==> config.mk <==
export PLATFORM = sky130hd
export DESIGN_NAME = cordic_arb
export DESIGN_NICKNAME = d
export VERILOG_FILES = /design/src/rtl/cordic_pkg.sv /design/src/rtl/cordic_arb_rr_pick.sv /design/src/rtl/cordic_arb.sv
export SDC_FILE = /design/constraint.sdc
export NUM_CORES = 1
export LEC_CHECK = 0
export BUFFER_PORTS_ARGS = -buffer_cell sky130_fd_sc_hd__buf_2
export CORE_AREA = 5 5 139 141
export DETAILED_ROUTE_END_ITERATION = 10
export DIE_AREA = 0 0 144 146
export PLACE_DENSITY = 0.72
export SLEW_MARGIN = 20
export SYNTH_ARGS = -nofsm -noshare
export SYNTH_HDL_FRONTEND = slang
export SYNTH_SLANG_ARGS = --single-unit
==> constraint.sdc <==
create_clock -name clk -period 1.6 [get_ports clk]
set_clock_uncertainty 0.05 [all_clocks]
set_input_delay 0.32 -clock clk [delete_from_list [all_inputs] [get_ports clk]]
set_output_delay 0.32 -clock clk [all_outputs]
set_load 0.05 [all_outputs]
==> src/rtl/cordic_pkg.sv <==
// Shared definitions for the cordic_arb scheduler: FSM encoding, operand width
// and the engine reset-hold length used after power-up.
package cordic_pkg;

   localparam int W         = 16;
   localparam int INIT_HOLD = 2;

   typedef enum logic [2:0] {
      ST_INIT,
      ST_IDLE,
      ST_LOAD,
      ST_RUN,
      ST_DONE
   } state_t;

endpackage

==> src/rtl/cordic_arb_rr_pick.sv <==
// Rotating-priority encoder: first requesting channel at or after ptr,
// wrapping from NCH-1 back to 0.
module rr_pick #(
   parameter int NCH = 4,
   parameter int PW  = 2
) (
   input  logic [NCH-1:0] req,
   input  logic [PW-1:0]  ptr,
   output logic [PW-1:0]  grant,
   output logic           any
);

   logic found;

   always_comb begin
      grant = '0;
      found = 1'b0;
      for (int i = 0; i < NCH; i++) begin
         if (!found && req[(int'(ptr) + i) % NCH]) begin
            grant = PW'((int'(ptr) + i) % NCH);
            found = 1'b1;
         end
      end
   end

   assign any = |req;

endmodule

==> src/rtl/cordic_arb.sv <==
// Round-robin scheduler sharing one serial cordic16 engine among NCH requesters.
// Define CORDIC_ARB_TMO_EN to add the load-to-rdy watchdog (err output).
//
// state | meaning
// INIT  | engine held in reset (e_rst) for INIT_HOLD clocks after rst release
// IDLE  | waiting for a request; grant picked and operands latched on exit
// LOAD  | e_load and ack[g] strobe
// RUN   | engine converting, waiting for e_rdy (or watchdog)
// DONE  | done[g] strobe, pointer advances past g
module cordic_arb
   import cordic_pkg::*;
#(
   parameter int NCH = 4,
   parameter int TMO = 63
) (
   input  logic             clk,
   input  logic             rst,
   input  logic [NCH-1:0]   req,
   input  logic [W*NCH-1:0] xi,
   input  logic [W*NCH-1:0] yi,
   input  logic [W*NCH-1:0] zi,
   input  logic [NCH-1:0]   mi,
   output logic [NCH-1:0]   ack,
   output logic [W-1:0]     e_xi,
   output logic [W-1:0]     e_yi,
   output logic [W-1:0]     e_zi,
   output logic             e_mi,
   output logic             e_load,
   output logic             e_rst,
   input  logic [W-1:0]     e_xo,
   input  logic [W-1:0]     e_yo,
   input  logic [W-1:0]     e_zo,
   input  logic             e_rdy,
   output logic [W-1:0]     xo,
   output logic [W-1:0]     yo,
   output logic [W-1:0]     zo,
   output logic             mo,
   output logic [NCH-1:0]   done,
   output logic             err,
   output logic             busy
);

   localparam int PW = $clog2(NCH);

   if (NCH < 2 || NCH > 8 || TMO < 1 || TMO > 63) begin : g_param_chk
      $error("cordic_arb: NCH must be 2..8 and TMO 1..63");
   end

   state_t          state, state_nxt;
   logic [PW-1:0]   ptr, g_r, grant;
   logic            any;
   logic [1:0]      init_cnt;

   rr_pick #(.NCH(NCH), .PW(PW)) u_pick (
      .req   (req),
      .ptr   (ptr),
      .grant (grant),
      .any   (any)
   );

`ifdef CORDIC_ARB_TMO_EN
   logic [5:0] tcnt;
   logic       tmo_hit;
   logic       err_q;
`endif

   always_ff @(posedge clk or negedge rst) begin
      if (!rst) state <= ST_INIT;
      else      state <= state_nxt;
   end

   always_comb begin
      state_nxt = state;
      e_load    = 1'b0;
      ack       = '0;
      done      = '0;
      busy      = 1'b0;
`ifdef CORDIC_ARB_TMO_EN
      tmo_hit   = 1'b0;
`endif
      case (state)
         ST_INIT: if (init_cnt == 2'(INIT_HOLD - 1)) state_nxt = ST_IDLE;
         ST_IDLE: if (any) state_nxt = ST_LOAD;
         ST_LOAD: begin
            e_load     = 1'b1;
            ack[g_r]   = 1'b1;
            busy       = 1'b1;
            state_nxt  = ST_RUN;
         end
         ST_RUN: begin
            busy = 1'b1;
            // a same-cycle e_rdy beats the watchdog
            if (e_rdy) state_nxt = ST_DONE;
`ifdef CORDIC_ARB_TMO_EN
            else if (tcnt == 6'(TMO - 1)) begin
               tmo_hit   = 1'b1;
               state_nxt = ST_DONE;
            end
`endif
         end
         ST_DONE: begin
            busy      = 1'b1;
            done[g_r] = 1'b1;
            state_nxt = ST_IDLE;
         end
         default: state_nxt = ST_INIT;
      endcase
   end

   always_ff @(posedge clk or negedge rst) begin
      if (!rst) begin
         init_cnt <= '0;
         e_rst    <= 1'b1;
         ptr      <= '0;
         g_r      <= '0;
         e_xi     <= '0;
         e_yi     <= '0;
         e_zi     <= '0;
         e_mi     <= 1'b0;
         xo       <= '0;
         yo       <= '0;
         zo       <= '0;
         mo       <= 1'b0;
      end else begin
         case (state)
            ST_INIT: begin
               init_cnt <= init_cnt + 2'd1;
               if (init_cnt == 2'(INIT_HOLD - 1)) e_rst <= 1'b0;
            end
            ST_IDLE: if (any) begin
               g_r  <= grant;
               e_xi <= xi[grant*W +: W];
               e_yi <= yi[grant*W +: W];
               e_zi <= zi[grant*W +: W];
               e_mi <= mi[grant];
            end
            ST_RUN: begin
               if (e_rdy) begin
                  xo <= e_xo;
                  yo <= e_yo;
                  zo <= e_zo;
                  mo <= e_mi;
               end
`ifdef CORDIC_ARB_TMO_EN
               else if (tmo_hit) begin
                  xo    <= '0;
                  yo    <= '0;
                  zo    <= '0;
                  mo    <= e_mi;
                  e_rst <= 1'b1;
               end
`endif
            end
            ST_DONE: begin
               ptr <= (g_r == PW'(NCH - 1)) ? '0 : g_r + 1'b1;
`ifdef CORDIC_ARB_TMO_EN
               e_rst <= 1'b0;
`endif
            end
            default: ;
         endcase
      end
   end

`ifdef CORDIC_ARB_TMO_EN
   always_ff @(posedge clk or negedge rst) begin
      if (!rst) begin
         tcnt  <= '0;
         err_q <= 1'b0;
      end else begin
         if (state == ST_LOAD)     tcnt <= '0;
         else if (state == ST_RUN) tcnt <= tcnt + 6'd1;
         if (state == ST_RUN)      err_q <= tmo_hit;
      end
   end
   assign err = (state == ST_DONE) && err_q;
`else
   assign err = 1'b0;
`endif

endmodule

==> flow_metrics.py, run 1 <==
metrics = {
    "status": {
        "outcome": "complete, but fails checks",
        "violations": "negative setup slack",
    },
    "hold_path": {
        "holdCritPathClass": "input pin to flop",
        "min_to": "xo[13]",
        "min_from": "e_xo[13]",
        "hold_path_depth": 2,
    },
    "logic_synthesis": {
        "synth_top_area_share_pct": 46.8,
        "ys_ff_latch": 108,
        "netlist_area_sq_mm": 0.00572,
        "synth_fp_nets": 843,
        "ys.flop_type": "dfrtp_1",
        "synthTopCellsByCount": "107 x dfrtp_1, 53 x and3_1, 53 x nor2_1",
        "synth_area_leaders": "dfrtp_1 47%, mux2_2 9.7%, a22oi_1 6.6%",
        "synth_top_cell_by_area": "dfrtp_1",
        "avgSynthCellArea_sq_um": 9.74,
        "ys_seq_area_share_pct": 47.3,
        "synthesis.instances": 587,
        "synth_edf_count": 0,
        "synthArstFlopShare_pct": 100,
        "synth.distinct_cells": 39,
        "yosysMostFrequentCell": "dfrtp_1",
        "yosys_warnings": 0,
    },
    "die": {
        "initial_core_util_pct": 32.0,
        "die_h_microns": 146,
        "rows": 49,
        "die_width_microns": 144,
        "io_pins": 361,
        "die_area_sq_mm": 0.0210,
        "core_sq_mm": 0.0178,
    },
    "final_layout": {
        "seq_area_sq_mm": 0.00271,
        "fin_nets": 1263,
        "multi_input_area_sq_mm": 0.00313,
        "n_antenna_cell": 0,
        "final_util_pct": 56.2,
        "stdcell_count": 1241,
        "drive_gt1_share_pct": 61.1,
        "fill_cells": 1520,
        "syn_to_final_growth_pct": 75.3,
    },
    "clock_network": {
        "cts_made_buffers": 9,
        "numClockSinks": 108,
        "worstSkewPairLatency_ns": 0.36,
        "cts.clk_slew.worst_paths_ns": 0.09,
        "root_buffer": "clkbuf_16",
        "clockBufferDepth": 2,
        "cts_tree": "yes",
        "htree_levels": 3,
    },
    "global_routing": {
        "antenna_found_initial": 2,
        "grt_pass1_wl_microns": 37500,
        "grt_overflow": 0,
        "grt_max_degree": 69,
        "grt_pass1_vias": 6813,
        "track_usage_pct": 23.1,
    },
    "drt": {
        "drtIter0Drc": 332,
        "ant_nets": 0,
        "wl_microns": 26400,
        "drt_pass1_iterations": 7,
        "via_per_inst": 5.38,
        "wl_per_cell_microns": 21.3,
        "drc_errors": 0,
        "vias": 6673,
    },
    "setup_path": {
        "critical_path_arrival_ns": 2.07,
        "r2r_end": "e_yi[2]",
        "path_max_fanout": 6,
        "reg2reg_depth": 8,
        "ff2ff_setup_slack_ns": -0.28,
        "critPathRequiredTime_ns": 1.79,
        "rr_startpoint": "state[0]",
        "critPathLaunchType": "flop",
        "cp-end-kind": "flop",
        "critPathKind": "flop to flop",
    },
    "sta": {
        "rsz0062_at_grt": "true",
        "setup_viol": 110,
        "slew_violations": 0,
        "period_share_pct": 118,
        "fmax_mhz": 531,
        "layout_min_cycle_time_ns": 1.88,
        "setup_ws_ns": -0.284,
        "hold_viol": 0,
    },
    "pwr": {
        "power.switching_mw": 11.6,
        "power_frac_comb_pct": 68.5,
        "clkPwrFrac_pct": 10.0,
        "p_seq_share_pct": 21.5,
        "peakVddDrop_mv": 1.67,
        "leakage_nw": 4.94,
        "sw_frac_of_total_pct": 50.4,
        "power_mw": 23.1,
        "p_per_area_mw_per_mm2": 2300,
        "p_int_mw": 11.4,
    },
    "placed_design": {
        "gp_congestion": 0.873,
        "hpwl_microns": 16600,
        "port_buffers": 359,
        "placed_cells": 1166,
    },
    "flow_run": {
        "drv_cap": 0,
    },
}
power groups by stage:
| stage | sequential [mW] | clock, mW | combinational [mW] |
|---|---|---|---|
| after CTS | 4.88 | 2.36 | 15.0 |
| after global placement | 4.87 | 0 | 12.2 |
| after detailed placement | 4.93 | 0 | 12.3 |
| after global routing | 5.12 | 2.51 | 16.6 |
| after floorplan | 9.27 | 0 | 4.12 |
| final | 4.96 | 2.31 | 15.8 |
how the worst max path moves through the flow:
| stage | from | to | slack [ns] |
|---|---|---|---|
| 4_1_cts | state[0] | ack[0] | -0.31 |
| 3_5_place_dp | req[1] | e_xi[12] | -0.14 |
| 6_report | state[0] | e_yi[2] | -0.28 |
| 3_3_place_gp | state[1] | ack[1] | -0.14 |
| 2_1_floorplan | state[1] | ack[0] | -0.14 |
| 5_1_grt | state[1] | ack[0] | -0.34 |
final cells by class:
cell class,count,area share (%)
tap,229,2.86
inverter,7,0.287
timing repair buffer,470,35.6
clock buffer,9,2.25
multi-input combinational,411,31.2
clock inverter,7,0.799
sequential,108,27.0
sequential cells by signal, summed over array words and instances (netlist names):
name / count
xo: 16
ptr: 2
e_yi: 16
g_r: 2
e_rst: 1
e_xi: 16
zo: 16
yo: 16
e_zi: 16
init_cnt: 2
e_mi: 1
mo: 1
state: 3
worst max-delay path, stage by stage, from the launching register on:
cell,delay (ns)
dfrtp_1,0.40
buf_4,0.13
buf_6,0.10
nand2b_4,0.06
or3_4,0.46
buf_12,0.18
buf_16,0.14
a21oi_2,0.12
a31oi_1,0.10
layer usage:
| layer | share of wire, % | up-vias | global-route usage, % |
|---|---|---|---|
| met5 | 0.091 | - | 0 |
| met4 | 3.2 | 4 | 9.60 |
| met3 | 8.4 | 65 | 5.88 |
| met2 | 51 | 385 | 40.1 |
| met1 | 37 | 3209 | 26.9 |
| li1 | - | 3010 | - |
repair_timing:
action / CTS / global route
setup buffers: 27 / 17
pin swaps: 63 / 48
hold buffers: 1 / 0
cloned: 19 / 5
endpoints found under the hold margin: 107 / 0
gates resized for setup: 102 / 75
endpoints found under the setup margin: 101 / 111
kinds of logic (layout without fill, tap and decap cells):
logic type | after synthesis | in the layout | share of synthesized area [%]
DFF | 108 | 108 | 47.3
other | 1 | 1 | 0.0656
and+or+nand+nor | 184 | 184 | 16.6
muxes | 49 | 49 | 9.65
adders and majority gates | 5 | 5 | 1.09
AOI/OAI and AO/OA | 171 | 171 | 19.2
buffers and inverters | 68 | 493 | 5.91
xor gates and xnor gates | 1 | 1 | 0.153
per-stage QoR:
stage / setup TNS (ns) / hold WS, ns / cell area (sq um) / setup WS [ns]
after floorplan: -0.639 / -0.0256 / 5760 / -0.142
after global placement: -4.20 / 0.267 / 8210 / -0.144
after detailed placement: -4.90 / 0.280 / 8210 / -0.139
after CTS: -16.86 / 0.124 / 9680 / -0.306
after global routing: -28.25 / 0.122 / 10000 / -0.338
final: -22.13 / 0.134 / 10000 / -0.284
cells in the final DEF, fill, tap and decap left out, drive strengths merged, types with 2 or more instances in the layout:
cell	count
buf	465
dfrtp	107
nor2	53
and3	53
a21oi	52
a22oi	50
a31oi	49
nand3	49
mux2	49
clkbuf	13
inv	10
nand2	9
o21ai	8
ha	5
and2	5
nor2b	4
or3	4
clkinv	3
nor3	2
o221ai	2
a21o	2
o311ai	2
o21bai	2
nand2b	2
Note: power is estimated with default switching activity, not from simulation.
==> inputs of run 2 (changes only) <==
--- a/config.mk
+++ b/config.mk
@@ -10,6 +10,7 @@
 export DETAILED_ROUTE_END_ITERATION = 10
 export DIE_AREA = 0 0 144 146
 export PLACE_DENSITY = 0.72
+export RECOVER_POWER = 50
 export SLEW_MARGIN = 20
 export SYNTH_ARGS = -nofsm -noshare
 export SYNTH_HDL_FRONTEND = slang
==> flow_metrics.py, run 2 (synthesized netlist as in run 1, its figures left out) <==
metrics = {
    "setup_path": {
        "critPathRequiredTime_ns": 1.79,
        "path_max_fanout": 6,
        "crit_start": "state[0]",
        "critical_path_arrival_ns": 2.07,
        "critPathKind": "flop to flop",
        "rr_startpoint": "state[0]",
        "cp-end-kind": "flop",
        "critPathLaunchType": "flop",
    },
    "sta": {
        "fmax_mhz": 533,
        "setup_ws_ns": -0.277,
        "tightest_slew_ns": 0.969,
        "hold_viol": 0,
        "rsz0062_at_grt": "true",
        "fin_tns_setup_ns": -22.06,
        "period_share_pct": 117,
        "setup_viol": 110,
        "slew_headroom_pct": 35.4,
        "layout_min_cycle_time_ns": 1.88,
        "slew_violations": 0,
    },
    "die": {
        "die_width_microns": 144,
        "rows": 49,
        "core_sq_mm": 0.0178,
        "die_h_microns": 146,
        "io_pins": 361,
        "die_area_sq_mm": 0.0210,
        "initial_core_util_pct": 32.0,
    },
    "clock_network": {
        "cts_tree": "yes",
        "clockBufferDepth": 2,
        "cts.clk_slew.worst_paths_ns": 0.09,
        "cts_made_buffers": 9,
        "worstSkewPairLatency_ns": 0.36,
        "root_buffer": "clkbuf_16",
        "htree_levels": 3,
        "numClockSinks": 108,
    },
    "global_routing": {
        "grt_pass1_vias": 6813,
        "antenna_found_initial": 2,
        "grt_pass1_wl_microns": 37500,
        "grt_max_degree": 69,
        "grt_overflow": 0,
        "track_usage_pct": 23.1,
    },
    "status": {
        "outcome": "complete, but fails checks",
        "violations": "negative setup slack",
    },
    "final_layout": {
        "syn_to_final_growth_pct": 74.8,
        "fin_nets": 1263,
        "drive_gt1_share_pct": 61.0,
        "n_antenna_cell": 0,
        "mostFrequentLayoutCell": "buf_2",
        "mostFrequentLayoutCells": "349 x buf_2, 103 x dfrtp_1, 53 x nor2_1",
        "stdcell_count": 1241,
    },
    "pwr": {
        "p_per_area_mw_per_mm2": 2310,
        "p_seq_share_pct": 21.5,
        "sw_frac_of_total_pct": 50.4,
        "leakage_nw": 4.92,
        "power_frac_comb_pct": 68.5,
        "p_int_mw": 11.4,
        "power.switching_mw": 11.6,
        "peakVddDrop_mv": 1.67,
        "clkPwrFrac_pct": 10.1,
    },
    "placed_design": {
        "hpwl_microns": 16600,
        "gp_congestion": 0.873,
        "placed_cells": 1166,
        "port_buffers": 359,
    },
    "drt": {
        "vias": 6653,
        "wl_per_cell_microns": 21.3,
        "drtIter0Drc": 326,
        "drt_pass1_iterations": 5,
        "wl_microns": 26500,
        "drc_errors": 0,
        "ant_nets": 0,
        "via_per_inst": 5.36,
    },
    "hold_path": {
        "min_from": "e_xo[13]",
        "holdCritPathClass": "input pin to flop",
    },
    "flow_run": {
        "drv_cap": 0,
    },
}
==> run 2: cell types whose count changed in the layout (fill, tap and decap cells not counted) <==
| cell | change |
|---|---|
| buf_12 | -2 |
| buf_4 | -1 |
| clkbuf_4 | +2 |
| clkbuf_1 | +1 |
==> run 2: through the flow <==
stage / utilization, % / hold slack [ns] / area, sq um / total power [mW] / setup WS (ns)
after detailed placement: 46.0 / 0.280 / 8210 / 17.2 / -0.139
after global placement: 46.0 / 0.267 / 8210 / 17.1 / -0.144
after floorplan: - / -0.0256 / 5760 / 13.4 / -0.142
after CTS: 54.3 / 0.124 / 9680 / 22.2 / -0.306
after global routing: 56.0 / 0.122 / 9990 / 24.2 / -0.338
final: 56.0 / 0.133 / 9990 / 23.0 / -0.277
==> run 2: worst paths after layout <==
check | slack [ns] | endpoint | depth (start not counted)
min in group asynchronous | 0.61 | xo[11] | 3
worst max-delay path | -0.28 | e_yi[2] | 8
worst max register to register | -0.28 | e_yi[2] | 8
max in group asynchronous | 0.06 | ptr[0] | 3
worst min-delay path | 0.13 | xo[13] | 2
worst min register to register | 0.42 | e_rst | 1
==> run 2: final cells by class <==
class	instances	area [sq um]
multi-input combinational	411	3130
clock buffer	9	225
inverter	7	28.8
timing repair buffer	470	3540
tap	229	287
fill	1524	7850
clock inverter	7	80.1
sequential	108	2710
==> run 2: critical path, cell delays in order (launching register included) <==
cell,delay [ns]
dfrtp_1,0.40
buf_4,0.13
buf_6,0.10
nand2b_4,0.06
or3_4,0.46
buf_12,0.18
buf_16,0.14
a21oi_2,0.12
a31oi_1,0.10
==> run 2: routing by layer <==
layer  track usage [%]  wire (microns)  vias to the layer above
li1                  -               -                     3011
met1              26.9            9760                     3190
met2              40.1           13600                      381
met3              5.88            2210                       67
met4              9.60             885                        4
met5                 0              24                        -
==> run 2: timing repair <==
action,CTS,global route
buffers inserted,27,17
endpoints found under the setup margin,101,111
gates cloned,19,5
hold endpoints to repair,107,0
hold buffers,1,0
gates resized for setup,102,75
pin swaps,63,48
==> run 2: power by group through the flow <==
stage	sequential [mW]	clock (mW)	combinational, mW
floorplan	9.27	0	4.12
global placement	4.87	0	12.2
detailed placement	4.93	0	12.3
CTS	4.88	2.36	15.0
global route	5.12	2.51	16.6
finish	4.95	2.32	15.8
